## src/rtl/pc_unit.sv

```systemverilog
// pc_unit -- program counter with optional hardware return stack.
//
// Purpose:
//   Holds the program counter and performs one action per clock edge. The
//   strobes are prioritised trap > ret > call > mdr_we > bus_we > rel_en > inc.
//   When no strobe is asserted, val holds. All arithmetic wraps modulo 2^WIDTH.
//   The optional return stack is circular: a push onto a full stack overwrites
//   the oldest entry and sets ovf. A pop from an empty stack holds val and
//   sets unf. Both flags are sticky until clr_err. If an error event occurs in
//   the same cycle as clr_err, the flag stays set.
//
// Configuration macro:
//   PC_UNIT_STACK_EN - when defined, the return stack is built.
//                      When undefined, these behaviours apply:
//                        - call loads bus_in.
//                        - trap loads TRAP_VEC.
//                        - ret leaves val unchanged and sets unf.
//                        - depth and ovf are tied to 0.
//
// Parameters:
//   WIDTH     program counter / address width (4..32)
//   DEPTH     return-stack entries (power of two, 2..64)
//   RESET_VEC value loaded into val by reset (low WIDTH bits used)
//   TRAP_VEC  trap target (low WIDTH bits used)
//
// Ports:
//   clk      in   rising-edge clock
//   rst_n    in   asynchronous active-low reset
//   val      out  current program counter (registered)
//   bus_in   in   absolute load source, also the call target
//   bus_we   in   load val from bus_in
//   mdr_in   in   memory-data load source
//   mdr_we   in   load val from mdr_in
//   inc      in   val + 1
//   rel_en   in   val + rel_off (rel_off is two's complement)
//   rel_off  in   relative offset
//   call     in   push val+1, load bus_in
//   ret      in   pop newest entry into val
//   trap     in   push val, load TRAP_VEC
//   clr_err  in   clear ovf / unf
//   depth    out  stack occupancy 0..DEPTH
//   ovf      out  sticky overflow flag
//   unf      out  sticky underflow flag

module pc_unit #(
  parameter int          WIDTH     = 16,
  parameter int          DEPTH     = 8,
  parameter logic [31:0] RESET_VEC = 32'h0000_0000,
  parameter logic [31:0] TRAP_VEC  = 32'h0000_fff0
) (
  input  logic                   clk,
  input  logic                   rst_n,
  output logic [WIDTH-1:0]       val,
  input  logic [WIDTH-1:0]       bus_in,
  input  logic                   bus_we,
  input  logic [WIDTH-1:0]       mdr_in,
  input  logic                   mdr_we,
  input  logic                   inc,
  input  logic                   rel_en,
  input  logic [WIDTH-1:0]       rel_off,
  input  logic                   call,
  input  logic                   ret,
  input  logic                   trap,
  input  logic                   clr_err,
  output logic [$clog2(DEPTH):0] depth,
  output logic                   ovf,
  output logic                   unf
);

  localparam logic [WIDTH-1:0] RESET_W = RESET_VEC[WIDTH-1:0];
  localparam logic [WIDTH-1:0] TRAP_W  = TRAP_VEC[WIDTH-1:0];

  typedef enum logic [2:0] {
    ACT_NONE,
    ACT_TRAP,
    ACT_RET,
    ACT_CALL,
    ACT_MDR,
    ACT_BUS,
    ACT_REL,
    ACT_INC
  } act_t;

  logic [WIDTH-1:0]        r_val;
  logic                    r_ovf;
  logic                    r_unf;

  act_t                    w_act;
  logic [WIDTH-1:0]        w_val_nxt;
  logic signed [WIDTH-1:0] w_rel_off;
  logic [WIDTH-1:0]        w_pop_val;
  logic                    w_pop_ok;
  logic                    w_ovf_evt;
  logic                    w_unf_evt;

  assign w_rel_off = rel_off;

  // Exactly one winner per cycle. Losing strobes have no side effects
  // because everything downstream keys off w_act only.
  always_comb begin
    w_act = ACT_NONE;
    if (trap)        w_act = ACT_TRAP;
    else if (ret)    w_act = ACT_RET;
    else if (call)   w_act = ACT_CALL;
    else if (mdr_we) w_act = ACT_MDR;
    else if (bus_we) w_act = ACT_BUS;
    else if (rel_en) w_act = ACT_REL;
    else if (inc)    w_act = ACT_INC;
  end

  // Next program counter. The sums are truncated to WIDTH, so they wrap.
  always_comb begin
    w_val_nxt = r_val;
    unique case (w_act)
      ACT_TRAP: w_val_nxt = TRAP_W;
      ACT_RET:  if (w_pop_ok) w_val_nxt = w_pop_val;
      ACT_CALL: w_val_nxt = bus_in;
      ACT_MDR:  w_val_nxt = mdr_in;
      ACT_BUS:  w_val_nxt = bus_in;
      ACT_REL:  w_val_nxt = WIDTH'($signed(r_val) + w_rel_off);
      ACT_INC:  w_val_nxt = r_val + WIDTH'(1);
      default:  w_val_nxt = r_val;
    endcase
  end

`ifdef PC_UNIT_STACK_EN
  localparam int PW = $clog2(DEPTH);
  localparam int DW = PW + 1;

  // Entry storage is deliberately not reset. Entries are unreachable
  // while depth is 0.
  logic [WIDTH-1:0] r_stack [DEPTH];
  logic [PW-1:0]    r_top;    // next slot to write; equals oldest slot when full
  logic [DW-1:0]    r_depth;

  logic             w_push;
  logic             w_pop_req;
  logic             w_full;
  logic             w_empty;
  logic [WIDTH-1:0] w_push_val;
  logic [PW-1:0]    w_top_m1;

  assign w_push     = (w_act == ACT_TRAP) || (w_act == ACT_CALL);
  assign w_pop_req  = (w_act == ACT_RET);
  assign w_full     = (r_depth == DW'(DEPTH));
  assign w_empty    = (r_depth == '0);
  assign w_push_val = (w_act == ACT_TRAP) ? r_val : (r_val + WIDTH'(1));
  assign w_top_m1   = r_top - PW'(1);
  assign w_pop_val  = r_stack[w_top_m1];
  assign w_pop_ok   = w_pop_req && !w_empty;
  assign w_ovf_evt  = w_push && w_full;
  assign w_unf_evt  = w_pop_req && w_empty;

  always_ff @(posedge clk) begin
    if (w_push) r_stack[r_top] <= w_push_val;
  end

  // The pointer wraps naturally because DEPTH is a power of two. When the
  // stack is full, a push overwrites the oldest slot and depth saturates.
  always_ff @(posedge clk or negedge rst_n) begin
    if (!rst_n) begin
      r_top   <= '0;
      r_depth <= '0;
    end else if (w_push) begin
      r_top <= r_top + PW'(1);
      if (!w_full) r_depth <= r_depth + DW'(1);
    end else if (w_pop_ok) begin
      r_top   <= w_top_m1;
      r_depth <= r_depth - DW'(1);
    end
  end

  assign depth = r_depth;
`else
  assign w_pop_val = '0;
  assign w_pop_ok  = 1'b0;
  assign w_ovf_evt = 1'b0;
  assign w_unf_evt = (w_act == ACT_RET);
  assign depth     = '0;
`endif

  // Program counter and sticky flags. An error event overrides clr_err
  // in the same cycle, so a coincident error is never lost.
  always_ff @(posedge clk or negedge rst_n) begin
    if (!rst_n) begin
      r_val <= RESET_W;
      r_ovf <= 1'b0;
      r_unf <= 1'b0;
    end else begin
      r_val <= w_val_nxt;
      r_ovf <= (r_ovf && !clr_err) || w_ovf_evt;
      r_unf <= (r_unf && !clr_err) || w_unf_evt;
    end
  end

  assign val = r_val;
  assign ovf = r_ovf;
  assign unf = r_unf;

endmodule

```

## config.mk

```make
export PLATFORM = sky130hd
export DESIGN_NAME = pc_unit
export DESIGN_NICKNAME = d
export VERILOG_FILES = /design/src/rtl/pc_unit.sv
export SDC_FILE = /design/constraint.sdc
export NUM_CORES = 1
export LEC_CHECK = 0
export BUFFER_PORTS_ARGS = -buffer_cell sky130_fd_sc_hd__buf_2
export CAP_MARGIN = 20
export CORE_MARGIN = 3
export CORE_UTILIZATION = 55
export DETAILED_ROUTE_END_ITERATION = 12
export PLACE_DENSITY = 0.88
export SYNTH_ARGS = -nofsm -noshare
export SYNTH_HDL_FRONTEND = slang
export SYNTH_SLANG_ARGS = --single-unit
```

## constraint.sdc

```tcl
create_clock -name clk -period 5.53 [get_ports clk]
set_input_delay 0.553 -clock clk [delete_from_list [all_inputs] [get_ports clk]]
set_output_delay 0.553 -clock clk [all_outputs]
set_load 0.05 [all_outputs]
```

==> results.cfg, run 1 <==
[run_status]
status = complete, no violations

[sta]
fin_crit_sh = 0.457
slew_headroom = 0.295
setup-tns-final_ns = 0
hold_ws_ns = 0.228
rsz0062_at_grt = false
timing.final.crit_period_ns = 2.53
fmax_mhz = 396
finalSetupViolCount = 0
maxSlewViolCount = 0
finalClockSkew_ns = 0.00337
finalHoldViolations = 0
worst_slew_pin_slew_ns = 1.05

[clocking]
clockBufferDepth = 2
clock_latency_ns = 0.26
cts.sinks = 18
ctsHoldBuffers = 0
cts_resized = 0
cts_buffers = 3
path_clk_slew_ns = 0.08
h-tree-depth = 1
cts_tree = yes
cts_root_buf = clkbuf_8
post_cts_buffers = 0

[layout]
final_common_cell = buf_2
fin_nets = 434
area_growth_pct = 19.5
antenna_cells = 0
final_cell_mix = buf_2, nand2_1, a21oi_1
fillerInstances = 338
drive_gt1_frac = 0.265

[route]
dr.first_iter.drc_count = 295
dr.pass1.iters = 5
via_count = 2519
drtAntennaViolNets = 0
drc = 0
viasPerCell = 6.20
wirelength_um = 6710
post_drt_wl_per_cell_um = 16.5

[setup_path]
arrival_ns = 2.71
cp_top_family = adder cells
max_stage_delay_ns = 0.48
cp_slowest_cell = dfrtp_1
critPathRequiredTime_ns = 5.71
path_buf_inv = 1
worstPathCellList = ha_1 -> inv_1 -> fa_1 -> nand2b_1 -> a21oi_1 -> o21a_1 -> o21ai_0 -> or4_1 -> a31oi_1
startpoint_type = flop
path_class = flop to flop
endpoint_kind = flop
worstPathMaxFanout = 7

[floorplanning]
die_h_um = 69.1
core_area_um2 = 3740
dieWidth_um = 69.1
core.rowCount = 22
design.portCount = 80
start_util = 0.586
die_area_um2 = 4780

[pwr]
vdd_ir_drop_max_mv = 0.119
p_switching_w = 0.000262
power_frac_clock = 0.197
p_leak_nw = 1.16
p_seq_frac = 0.299
fin_total_pwr_w = 0.000574
internal-power_w = 0.000312
switching_share = 0.456
powerDensity_nw_per_um2 = 219
power_frac_comb = 0.504

[synth]
ys.flop_type = dfrtp_1
syn_inst = 286
synth.cell_area_um2 = 2190
avgSynthCellArea_um2 = 7.66
ys_ff_latch = 18
yosysWarnings = 0
synth_edf_count = 0
async_flop_share = 1.00
yosysSeqAreaShare = 0.205
synthDistinctLibCells = 62

[global_routing]
grt-ovfl-total = 0
grt_max_degree = 19
grt_pass1_wl_um = 11000
track_usage = 0.274
grt_antenna_before_repair = 0
grt_pass1_vias = 2347

[placement]
io_buffers = 75
gp_congestion = 0.978
hpwlAfterDp_um = 5290

[hold_path]
worstHoldPathType = input port to asynchronous set/reset pin

[job]
drv_cap = 0
## cells in the mapped netlist, drive strengths merged (3+ instances only)
cell type  count  area [µm²]
nor2          26         121
a22o           3        26.3
and3           4        27.5
xnor2          9        78.8
nand4          4        25.0
buf            7        63.8
nand3          6        30.0
nor3           5        25.0
o21a          11        82.6
a31oi          6        37.5
inv           14        52.6
ha            16         200
o21ai         24         124
nor2b          3        18.8
nand2         34         135
and4           3        26.3
dfrtp         18         450
nand2b         4        25.0
o211ai         9        67.6
clkbuf         4        15.0
xor2           7        61.3
a21o           3        23.8
o221ai         3        26.3
a21oi         32         160
## worst reg2reg max path: stages, from the launching register on
cell	delay, ns
dfrtp_1	0.48
ha_1	0.27
inv_1	0.07
fa_1	0.39
nand2b_1	0.20
a21oi_1	0.19
o21a_1	0.16
o21ai_0	0.12
or4_1	0.42
a31oi_1	0.16
## state kept, by name, indices dropped and copies added (netlist names)
register  flops
unf           1
ovf           1
val          16
## metal layers
metal,part of all wire,global-route usage,routed length (µm)
met1,0.42,0.386,2830
met2,0.48,0.435,3220
met3,0.079,0.0277,529
met4,0.020,0.0954,132
met5,0,0,0
## stage by stage
stage | util | instances | cell area, µm² | worst slack (ns)
final | 0.700 | 406 | 2620 | 3.00
after global routing | 0.700 | 406 | 2620 | 2.83
after CTS | 0.699 | 405 | 2620 | 3.01
after detailed placement | 0.684 | 401 | 2560 | 2.92
after global placement | 0.684 | 401 | 2560 | 2.95
after floorplan | - | 289 | 2200 | 2.95
## path summary, 6_finish.rpt
check,startpoint,end,slack [ns],cells past startpoint
setup reg to reg,val[0],val[14],3.00,9
min in group clk,clr_err,ovf,0.46,2
max in group asynchronous,rst_n,val[11],4.98,1
setup / recovery,val[0],val[14],3.00,9
hold reg to reg,ovf,ovf,0.50,1
hold / removal,rst_n,val[3],0.23,1
## layout make-up
type                       instances  area, µm²  area share
sequential                        18        450       0.172
inverter                          14       52.6      0.0201
tap                               48       60.1      0.0229
multi-input combinational        246       1620       0.619
timing repair buffer              76        380       0.145
clock buffer                       4       55.1      0.0210
## cell families after synthesis
group | Yosys count | share of synthesized area
compound gates | 110 | 0.330
xor+xnor | 16 | 0.0639
buf+inv | 25 | 0.0599
fa+ha+maj | 17 | 0.100
mux | 1 | 0.00457
other cells | 1 | 0.00171
flops | 18 | 0.205
simple gates | 98 | 0.234
## power groups by stage
stage          registers, W  logic (W)  clock network (W)
4_1_cts            0.000171   0.000287           0.000112
2_1_floorplan      0.000215   0.000163                  0
3_3_place_gp       0.000171   0.000279                  0
3_5_place_dp       0.000172   0.000286                  0
6_report           0.000172   0.000289           0.000113
5_1_grt            0.000174   0.000316           0.000117
(Power assumes the default switching activity.)
==> inputs of run 2 (changes only) <==
--- a/config.mk
+++ b/config.mk
@@ -5,12 +5,13 @@
 export SDC_FILE = /design/constraint.sdc
 export NUM_CORES = 1
 export LEC_CHECK = 0
+export ABC_AREA = 1
 export BUFFER_PORTS_ARGS = -buffer_cell sky130_fd_sc_hd__buf_2
 export CAP_MARGIN = 20
 export CORE_MARGIN = 3
-export CORE_UTILIZATION = 55
+export CORE_UTILIZATION = 53
 export DETAILED_ROUTE_END_ITERATION = 12
-export PLACE_DENSITY = 0.88
+export PLACE_DENSITY = 0.82
 export SYNTH_ARGS = -nofsm -noshare
 export SYNTH_HDL_FRONTEND = slang
 export SYNTH_SLANG_ARGS = --single-unit
==> constraint.sdc (replaced) <==
create_clock -name clk -period 2.36 [get_ports clk]
set_input_delay 0.236 -clock clk [delete_from_list [all_inputs] [get_ports clk]]
set_output_delay 0.236 -clock clk [all_outputs]
set_load 0.05 [all_outputs]
==> results.cfg, run 2 <==
[run_status]
status = complete, no violations

[pwr]
powerDensity_nw_per_um2 = 487
switching_share = 0.492
power_frac_clock = 0.175
power_frac_comb = 0.559
internal-power_w = 0.000767
p_seq_frac = 0.266
p_leak_nw = 1.76
vdd_ir_drop_max_mv = 0.323
fin_total_pwr_w = 0.00151
p_switching_w = 0.000742

[synth]
ys.flop_type = dfrtp_1
synth_most_common_cell = nand2_1
yosysSeqAreaShare = 0.174
avgSynthCellArea_um2 = 5.84
async_flop_share = 1.00
ys_ff_latch = 18
synthDistinctLibCells = 32
yosys.area.top_type = nand2_1
syn_inst = 443
synth_area_leaders = nand2_1, dfrtp_1, nand3_1
synth_edf_count = 0
synth.cell_area_um2 = 2590
synth_top_area_share = 0.180
synthTopCellsByCount = nand2_1, inv_1, nor2_1
yosysWarnings = 0

[layout]
largest_reg_flops = 16
fin_nets = 598
drive_gt1_frac = 0.213
fillerInstances = 422
final_cell_mix = nand2_1, buf_2, inv_1
final_common_cell = nand2_1
area_growth_pct = 19.6
antenna_cells = 0
postLayoutCellArea_um2 = 3100

[clocking]
cts.sinks = 18
clockBufferDepth = 2
h-tree-depth = 1
cts_resized = 0
clock_latency_ns = 0.26
path_clk_slew_ns = 0.08
cts_root_buf = clkbuf_8
cts_buffers = 3
cts_tree = yes

[route]
post_drt_wl_per_cell_um = 12.9
drtAntennaViolNets = 0
drc = 0
dr.pass1.iters = 5
via_count = 3042
dr.first_iter.drc_count = 220
wirelength_um = 7560
viasPerCell = 5.18

[sta]
finalSetupViolCount = 0
timing.final.crit_period_ns = 2.00
rsz0062_at_grt = false
hold_ws_ns = 0.139
setup_slack_ns = 0.364
fmax_mhz = 501
finalClockSkew_ns = 0.0111
finalHoldViolations = 0
setup-tns-final_ns = 0
fin_crit_sh = 0.846
maxSlewViolCount = 0

[placement]
place_ws_ns = 0.390
place_area_um2 = 3030
gp_congestion = 0.953
hpwlAfterDp_um = 6160
io_buffers = 75

[setup_path]
arrival_ns = 2.20
startpoint_type = flop
r2r-end = val[8]
critPathRequiredTime_ns = 2.56
reg2reg_depth = 10
r2r_slack_ns = 0.36
endpoint_kind = flop
worstPathMaxFanout = 7
path_class = flop to flop
cp-startpoint = val[0]
r2r_start = val[0]

[job]
drv_cap = 0

[floorplanning]
start_util = 0.571
core.rowCount = 24
die_h_um = 75.9
die_area_um2 = 5760
design.portCount = 80
dieWidth_um = 75.9
core_area_um2 = 4530

[hold_path]
hold-path-endpoint = ovf
min_path_cells = 2
worstHoldPathType = input port to flop
hp-start = clr_err

[global_routing]
grt-ovfl-total = 0
grt_max_degree = 19
grt_pass1_wl_um = 11900
grt_antenna_before_repair = 0
grt_pass1_vias = 2697
track_usage = 0.264
-- run 2: worst max-delay path, cell delays in order, from the launching register on --
cell     delay (ns)
dfrtp_1        0.47
ha_1           0.21
inv_1          0.06
fa_1           0.41
inv_1          0.10
nand3_1        0.07
nand3_1        0.14
a21oi_1        0.10
a21oi_1        0.12
o21ai_0        0.11
a21oi_2        0.14
-- run 2: routing by layer --
metal  up-vias  GRT usage  wire length [µm]
li1       1578          -                 -
met1      1321      0.349              3270
met2       135      0.456              3580
met3         8     0.0343               614
met4         0     0.0583                96
met5         -          0                 0
-- run 2: through the flow --
step / cells / utilization
final: 587 / 0.683
after global routing: 587 / 0.683
after detailed placement: 582 / 0.668
after CTS: 587 / 0.683
after global placement: 582 / 0.668
after floorplan: 446 / -
-- run 2: worst max path at each step --
| stage | endpoint | slack, ns | depth (start not counted) |
|---|---|---|---|
| 6_report | val[8] | 0.36 | 10 |
| 5_1_grt | val[8] | 0.18 | 10 |
| 4_1_cts | val[8] | 0.38 | 10 |
| 3_5_place_dp | val[8] | 0.39 | 10 |
| 3_3_place_gp | val[8] | 0.51 | 10 |
| 2_1_floorplan | val[8] | 0.25 | 10 |
-- run 2: power by group through the flow --
stage / clock [W] / sequential [W] / combinational, W
3_5_place_dp: 0 / 0.000406 / 0.000835
5_1_grt: 0.000287 / 0.000406 / 0.000942
2_1_floorplan: 0 / 0.000529 / 0.000484
6_report: 0.000264 / 0.000401 / 0.000844
3_3_place_gp: 0 / 0.000403 / 0.000818
4_1_cts: 0.000273 / 0.000400 / 0.000840
-- run 2: cell families after synthesis --
kind of cell	synth area share
buf+inv	0.130
compound gates	0.102
flops	0.174
other cells	0.00145
simple gates	0.470
fa+ha+maj	0.0851
xor+xnor	0.0372
-- run 2: area by class of cell --
class	instances	area, µm²	area share
repair buffers	82	430	0.139
clock buffers	4	55.1	0.0178
inverters	70	265	0.0857
multi-input cells	348	1810	0.586
well taps	65	81.3	0.0263
flip-flops and latches	18	450	0.146
-- run 2: what timing repair did --
| action | 4_1_cts | 5_1_grt |
|---|---|---|
| endpoints found under the hold margin | 18 | 0 |
| buffers inserted | 0 | 0 |
| hold buffers | 1 | 0 |
